--- src/rtl/addsub_accum.sv ---
// Add/subtract accumulator with a one-entry valid/ready output register.
// Optional clamping to signed max/min on overflow.
module addsub_accum #(
    parameter int WIDTH    = 32,
    parameter bit SATURATE = 1'b0
) (
    input  logic             clk,
    input  logic             rst,
    input  logic             in_valid,
    output logic             in_ready,
    input  logic [1:0]       op,
    input  logic [WIDTH-1:0] operand,
    output logic             out_valid,
    input  logic             out_ready,
    output logic [WIDTH-1:0] acc,
    output logic             cout,
    output logic             overflow,
    output logic             zero,
    output logic             neg,
    output logic             sticky_ovf
);

    localparam logic [1:0] OP_LOAD  = 2'b00;
    localparam logic [1:0] OP_ADD   = 2'b01;
    localparam logic [1:0] OP_SUB   = 2'b10;
    localparam logic [1:0] OP_CLEAR = 2'b11;

    localparam logic [WIDTH-1:0] SMAX = {1'b0, {(WIDTH-1){1'b1}}};
    localparam logic [WIDTH-1:0] SMIN = {1'b1, {(WIDTH-1){1'b0}}};

    typedef enum logic {EMPTY, FULL} state_t;

    state_t           state_q, state_d;
    logic [WIDTH-1:0] acc_q, acc_d;
    logic             cout_q, cout_d;
    logic             ovf_q, ovf_d;
    logic             sticky_q, sticky_d;

    logic             accept;
    logic [WIDTH-1:0] y;
    logic             cin;
    logic [WIDTH:0]   sum;
    logic             c_msb;
    logic             raw_ovf;

    assign out_valid  = (state_q == FULL);
    assign in_ready   = !out_valid || out_ready;
    assign accept     = in_valid && in_ready;
    assign acc        = acc_q;
    assign cout       = cout_q;
    assign overflow   = ovf_q;
    assign sticky_ovf = sticky_q;
    assign zero       = (acc_q == '0);
    assign neg        = acc_q[WIDTH-1];

    // SUB is acc + ~y + 1, so both ops share one adder
    assign cin     = (op == OP_SUB);
    assign y       = cin ? ~operand : operand;
    assign sum     = {1'b0, acc_q} + {1'b0, y} + {{WIDTH{1'b0}}, cin};
    assign c_msb   = acc_q[WIDTH-1] ^ y[WIDTH-1] ^ sum[WIDTH-1];
    assign raw_ovf = c_msb ^ sum[WIDTH];

    always_comb begin
        state_d  = state_q;
        acc_d    = acc_q;
        cout_d   = cout_q;
        ovf_d    = ovf_q;
        sticky_d = sticky_q;
        if (accept) begin
            state_d = FULL;
            unique case (op)
                OP_LOAD: begin
                    acc_d    = operand;
                    cout_d   = 1'b0;
                    ovf_d    = 1'b0;
                    sticky_d = 1'b0;
                end
                OP_ADD, OP_SUB: begin
                    cout_d   = sum[WIDTH];
                    ovf_d    = raw_ovf;
                    sticky_d = sticky_q | raw_ovf;
                    if (SATURATE && raw_ovf)
                        acc_d = acc_q[WIDTH-1] ? SMIN : SMAX;
                    else
                        acc_d = sum[WIDTH-1:0];
                end
                OP_CLEAR: begin
                    acc_d    = '0;
                    cout_d   = 1'b0;
                    ovf_d    = 1'b0;
                    sticky_d = 1'b0;
                end
                default: ;
            endcase
        end else if (out_ready) begin
            state_d = EMPTY;
        end
    end

    always_ff @(posedge clk) begin
        if (rst) begin
            state_q  <= EMPTY;
            acc_q    <= '0;
            cout_q   <= 1'b0;
            ovf_q    <= 1'b0;
            sticky_q <= 1'b0;
        end else begin
            state_q  <= state_d;
            acc_q    <= acc_d;
            cout_q   <= cout_d;
            ovf_q    <= ovf_d;
            sticky_q <= sticky_d;
        end
    end

endmodule

--- config.mk ---
export PLATFORM = sky130hd
export DESIGN_NAME = addsub_accum
export DESIGN_NICKNAME = d
export VERILOG_FILES = /design/src/rtl/addsub_accum.sv
export SDC_FILE = /design/constraint.sdc
export NUM_CORES = 1
export LEC_CHECK = 0
export ABC_AREA = 1
export ABC_CLOCK_PERIOD_IN_PS = 1900
export BUFFER_PORTS_ARGS = -buffer_cell sky130_fd_sc_hd__buf_2
export CAP_MARGIN = 40
export CORE_MARGIN = 2
export CORE_UTILIZATION = 30
export CTS_BUF_LIST = sky130_fd_sc_hd__clkbuf_4
export CTS_CLUSTER_SIZE = 40
export DETAILED_ROUTE_END_ITERATION = 8
export PLACE_DENSITY = 0.47
export SETUP_SLACK_MARGIN = 0.05
export SLEW_MARGIN = 10
export SYNTH_ARGS = -nofsm -noshare
export SYNTH_HDL_FRONTEND = slang
export SYNTH_SLANG_ARGS = --single-unit
--- constraint.sdc ---
create_clock -name clk -period 1.9 [get_ports clk]
set_clock_uncertainty 0.05 [all_clocks]
set_input_delay 0 -clock clk [delete_from_list [all_inputs] [get_ports clk]]
set_output_delay 0 -clock clk [all_outputs]
set_load 0.02 [all_outputs]
Yosys cells after proc, flatten, opt, wreduce, memory -nomap -nowiden
Cells that the tools add are included.

Register bits after elaboration: 36. Word-level logic and storage cells: 30.

Add/subtract/negate cells: 2. Eq/ne operators: 3. Multiplexer cells: 7. Bitwise operators: 5. Reduce and logical (&&, ||, !) cells: 8.

Operators by type and width (count): $pmux 32 s3 (1); $add 32x32->33 (1); $add 33x1->33 (1); $logic_not 32->1 (1); $mux 32 (1); $not 32->32 (1); $pmux 1 s2 (3); $eq 2x2->1 const B (2); $reduce_or 2->1 (2); $xor 1x1->1 (3); $eq 2x1->1 const B (1); $logic_not 2->1 (1); $mux 1 (2); $reduce_bool 2->1 (1); $logic_and 1x1->1 (1); $logic_not 1->1 (1); $logic_or 1x1->1 (1); $or 1x1->1 (1).

Longest topological paths before layout
Word-level depth: 8. Mapped depth: 21. Mapped depth without buffers: 20.

Worst setup path after synthesis
Ideal clock, no wire load.

Path type: input to register. From: input port op[0]. To: register sticky_q, in the netlist sticky_ovf. Setup time: 119 ps. Arrival: 1926 ps. Required time: 1731 ps. Setup slack: -195 ps. Cell stages on the path: 18. Path through: inv_1 -> ha_1 -> buf_6 -> buf_2 -> xor2_1 -> ha_1 -> a21oi_1 -> nand2_1 -> nand2_1 -> nand2_1 -> inv_2 -> nor2_1 -> nor2_1 -> nand2_2 -> nand2_1 -> nand2_1 -> nand2_1 -> a21oi_1.

Word-level cells in the longest chain between the ends: 8. Elaborated cells on any way between the ends: 14.

RTL lines: start, declared (RTL line 11) `input logic [1:0] op,`; $eq 2x2->1 (RTL line 57, 71); $mux 32 (RTL line 58) `assign y = cin ? ~operand : operand;`; $add 32x32->33 (RTL line 59) `assign sum = {1'b0, acc_q} + {1'b0, y} + {{WIDTH{1'b0}}, cin};`; $add 33x1->33 (RTL line 59); $xor 1x1->1 (RTL line 60) `assign c_msb = acc_q[WIDTH-1] ^ y[WIDTH-1] ^ sum[WIDTH-1];`; $xor 1x1->1 (RTL line 61) `assign raw_ovf = c_msb ^ sum[WIDTH];`; $or 1x1->1 (RTL line 81) `sticky_d = sticky_q | raw_ovf;`; $pmux 1 s2 * (RTL line 71) `unique case (op)`; end signal, assigned (RTL line 112) `sticky_q <= sticky_d;`; end, declared (RTL line 37) `logic sticky_q, sticky_d;`.

Every way passes the cells marked *; elsewhere a longest branch is shown, timed or not. A chain may end at the register's enable or synchronous reset.

Final worst setup path
From: register acc_q[0], in the netlist acc[0]. To: register acc_q[12], in the netlist acc[12].

Word-level cells in the longest chain between the ends: 3.

RTL lines: start, declared (RTL line 34) `logic [WIDTH-1:0] acc_q, acc_d;`; start signal, assigned (RTL line 103) `acc_q <= '0;`; start signal, assigned (RTL line 109) `acc_q <= acc_d;`; $add 32x32->33 (RTL line 59); $add 33x1->33 (RTL line 59); $pmux 32 s3 (RTL line 71).

Every way passes these cells.

==> impl_metrics.json <==
{
  "first_pass_iters": 5,
  "overflow": 0,
  "start_util_pct": 30.9,
  "hold_start": "operand[0]",
  "rr_startpoint": "acc[0]",
  "period_share_pct": 106,
  "drive_above_1_share_pct": 44.9,
  "fin_ws_ns": -0.108,
  "antenna_found_initial": 0,
  "worst-r2r-cell-count": 15,
  "synth_area_mm2": 0.00411,
  "min_period_ns": 2.01,
  "seq_area_frac_synth_pct": 17.5,
  "h-tree-depth": 2,
  "clock-root-buffer": "clkbuf_4",
  "dp_hpwl_mm": 12.5,
  "holdWs_ns": -0.160,
  "arrival_ns": 2.29,
  "violations": "hold timing, setup timing",
  "min_to": "acc[0]",
  "grt_start_max_net_pins": 31,
  "via_per_inst": 4.90,
  "grt_pass1_wl_mm": 26.8,
  "synth_seq_cells": 36,
  "synth-main-ff-cell": "dfxtp_1",
  "worstMarginPinSlew_ns": 0.345,
  "setup_violations": 15,
  "grt_pass1_vias": 5377,
  "power_density_mw_per_mm2": 590,
  "clkLatencyLatePin_ns": 0.41,
  "drtIter0Drc": 290,
  "synth_async_sr_flop_share_pct": 0,
  "wirelength_mm": 16.4,
  "cts_tree": "done",
  "die_h_um": 121,
  "maxSlewHeadroom_pct": 77.0,
  "hold_violations": 1,
  "fin_nets": 973,
  "status": "finished with violations",
  "final_common_cell": "nand2_1",
  "cts_made_buffers": 5,
  "yosys.area.top_type": "dfxtp_1",
  "postCtsHoldBufs": 33,
  "tns_ns": -0.705,
  "ant_nets": 0,
  "diodes": 0,
  "worstSetupEndpointType": "register",
  "yosys_warnings": 0,
  "wl_per_cell_um": 15.2,
  "synth_edf_count": 0,
  "synth_top_area_share_pct": 17.5,
  "post-place-ws_ns": -0.507,
  "rsz0062_at_grt": "yes",
  "slew_violations": 0,
  "ios": 77,
  "cp.required_ns": 2.18,
  "drc": 0,
  "num_rows": 42,
  "hp-class": "in -> reg",
  "synth.area.top_cells": "dfxtp_1, nand2_1, a21oi_1, ha_1, inv_1",
  "core_mm2": 0.0133,
  "place.gp.congestion": 0.917,
  "min_path_cells": 3,
  "r2r_setup_slack_ns": -0.11,
  "grt_util_all_layers_pct": 23.2,
  "die_width_um": 121,
  "worstSetupPathType": "reg -> reg",
  "r2r_end": "acc[12]",
  "numPortBuffers": 76,
  "die-area_mm2": 0.0147,
  "syn2layout_area_growth_pct": 69.5,
  "clock_path_buffers": 2,
  "dr_total_vias": 5273,
  "clock.fmax_mhz": 498,
  "synthCells": 680,
  "cp_max_fo": 3,
  "nFillCells": 1350,
  "yosysUniqueCellTypes": 36,
  "fin_util_pct": 52.4,
  "p_leak_nw": 3.40,
  "cap_violations": 0,
  "synth_fp_nets": 754,
  "cts_sinks": 36,
  "peakVddDrop_uv": 316,
  "mostFrequentLayoutCells": "nand2_1, buf_4, a21oi_1, buf_2, inv_1",
  "avgSynthCellArea_um2": 6.04,
  "path_clk_slew_ns": 0.14,
  "totalPowerFinal_mw": 4.11,
  "cp-start-kind": "register"
}
## critical path: stages, from the launching register on
cell	delay, ns
dfxtp_4	0.38
nand2_4	0.05
nand2_4	0.06
inv_2	0.04
fa_2	0.34
inv_2	0.09
nand2_4	0.06
nand2_4	0.07
nand3_4	0.07
nand2_4	0.09
nand3_2	0.08
nand2_4	0.09
buf_6	0.10
o21ai_2	0.04
a21o_1	0.17
a21oi_2	0.14
## cells in the mapped netlist, types with 3 or more instances
cell,number
nand2_1,159
a21oi_1,107
inv_1,78
o21ai_0,49
nor2_1,48
dfxtp_1,36
ha_1,35
xor2_1,30
nand3_1,26
nand2_2,19
clkbuf_1,13
nand3b_1,10
nor4_1,9
nor3_1,8
nand4_1,6
nor2_2,6
o21bai_1,6
buf_2,5
o21ai_1,5
a21o_1,4
inv_2,3
## what timing repair did
action,in CTS,in global routing
setup endpoints to repair,27,32
buffers inserted,9,4
hold endpoints to repair,36,1
pin swaps,36,34
gates resized for setup,107,103
## power breakdown
part / total [mW] / internal [mW] / leakage [nW] / switching [mW]
combinational: 2.71 / 1.23 / 3.06 / 1.49
clock: 0.501 / 0.173 / 0.0361 / 0.328
sequential: 0.895 / 0.829 / 0.304 / 0.0657
## layer usage
layer	up-vias	global-route usage (%)	share of wire (%)
met3	17	3.57	4.5
met5	-	0	0
met4	0	5.52	1.7
li1	2686	-	-
met2	109	38.6	46
met1	2461	31.3	48
## cell type report
| class | count | area (um^2) | share of cell area, % |
|---|---|---|---|
| clock buffers | 7 | 52.6 | 0.754 |
| clock inverters | 1 | 5.00 | 0.0718 |
| inverters | 81 | 317 | 4.54 |
| multi-input cells | 542 | 3890 | 55.9 |
| flip-flops and latches | 36 | 751 | 10.8 |
| well taps | 176 | 220 | 3.16 |
| repair buffers | 233 | 1730 | 24.8 |
## state kept, by name, indices dropped and copies added, names as in the netlist
name,flops
acc,32
cout,1
out_valid,1
overflow,1
sticky_ovf,1
## per-stage QoR
| step | area (um^2) | cells |
|---|---|---|
| finish | 6970 | 1076 |
| global route | 6970 | 1076 |
| CTS | 6540 | 1073 |
| detailed placement | 5560 | 1023 |
| global placement | 5560 | 1023 |
| floorplan | 4200 | 680 |
## how the worst max path moves through the flow
stage	to	slack, ns	cells past startpoint	startpoint
final	acc[12]	-0.11	15	acc[0]
after detailed placement	acc[29]	-0.51	15	op[0]
after global routing	acc[16]	-0.23	17	op[0]
after global placement	acc[29]	-0.53	15	op[0]
after CTS	acc[12]	-0.16	15	acc[0]
after floorplan	sticky_ovf	-0.08	20	op[0]
## kinds of logic (layout without fill, tap and decap cells)
kind of cell	Yosys count	after routing	synth area share, %
flops	36	36	17.5
xor+xnor	31	31	6.61
compound gates	177	177	22.6
buf+inv	102	322	9.83
simple gates	298	298	32.3
fa+ha+maj	36	36	11.1
(Power assumes the default switching activity.)
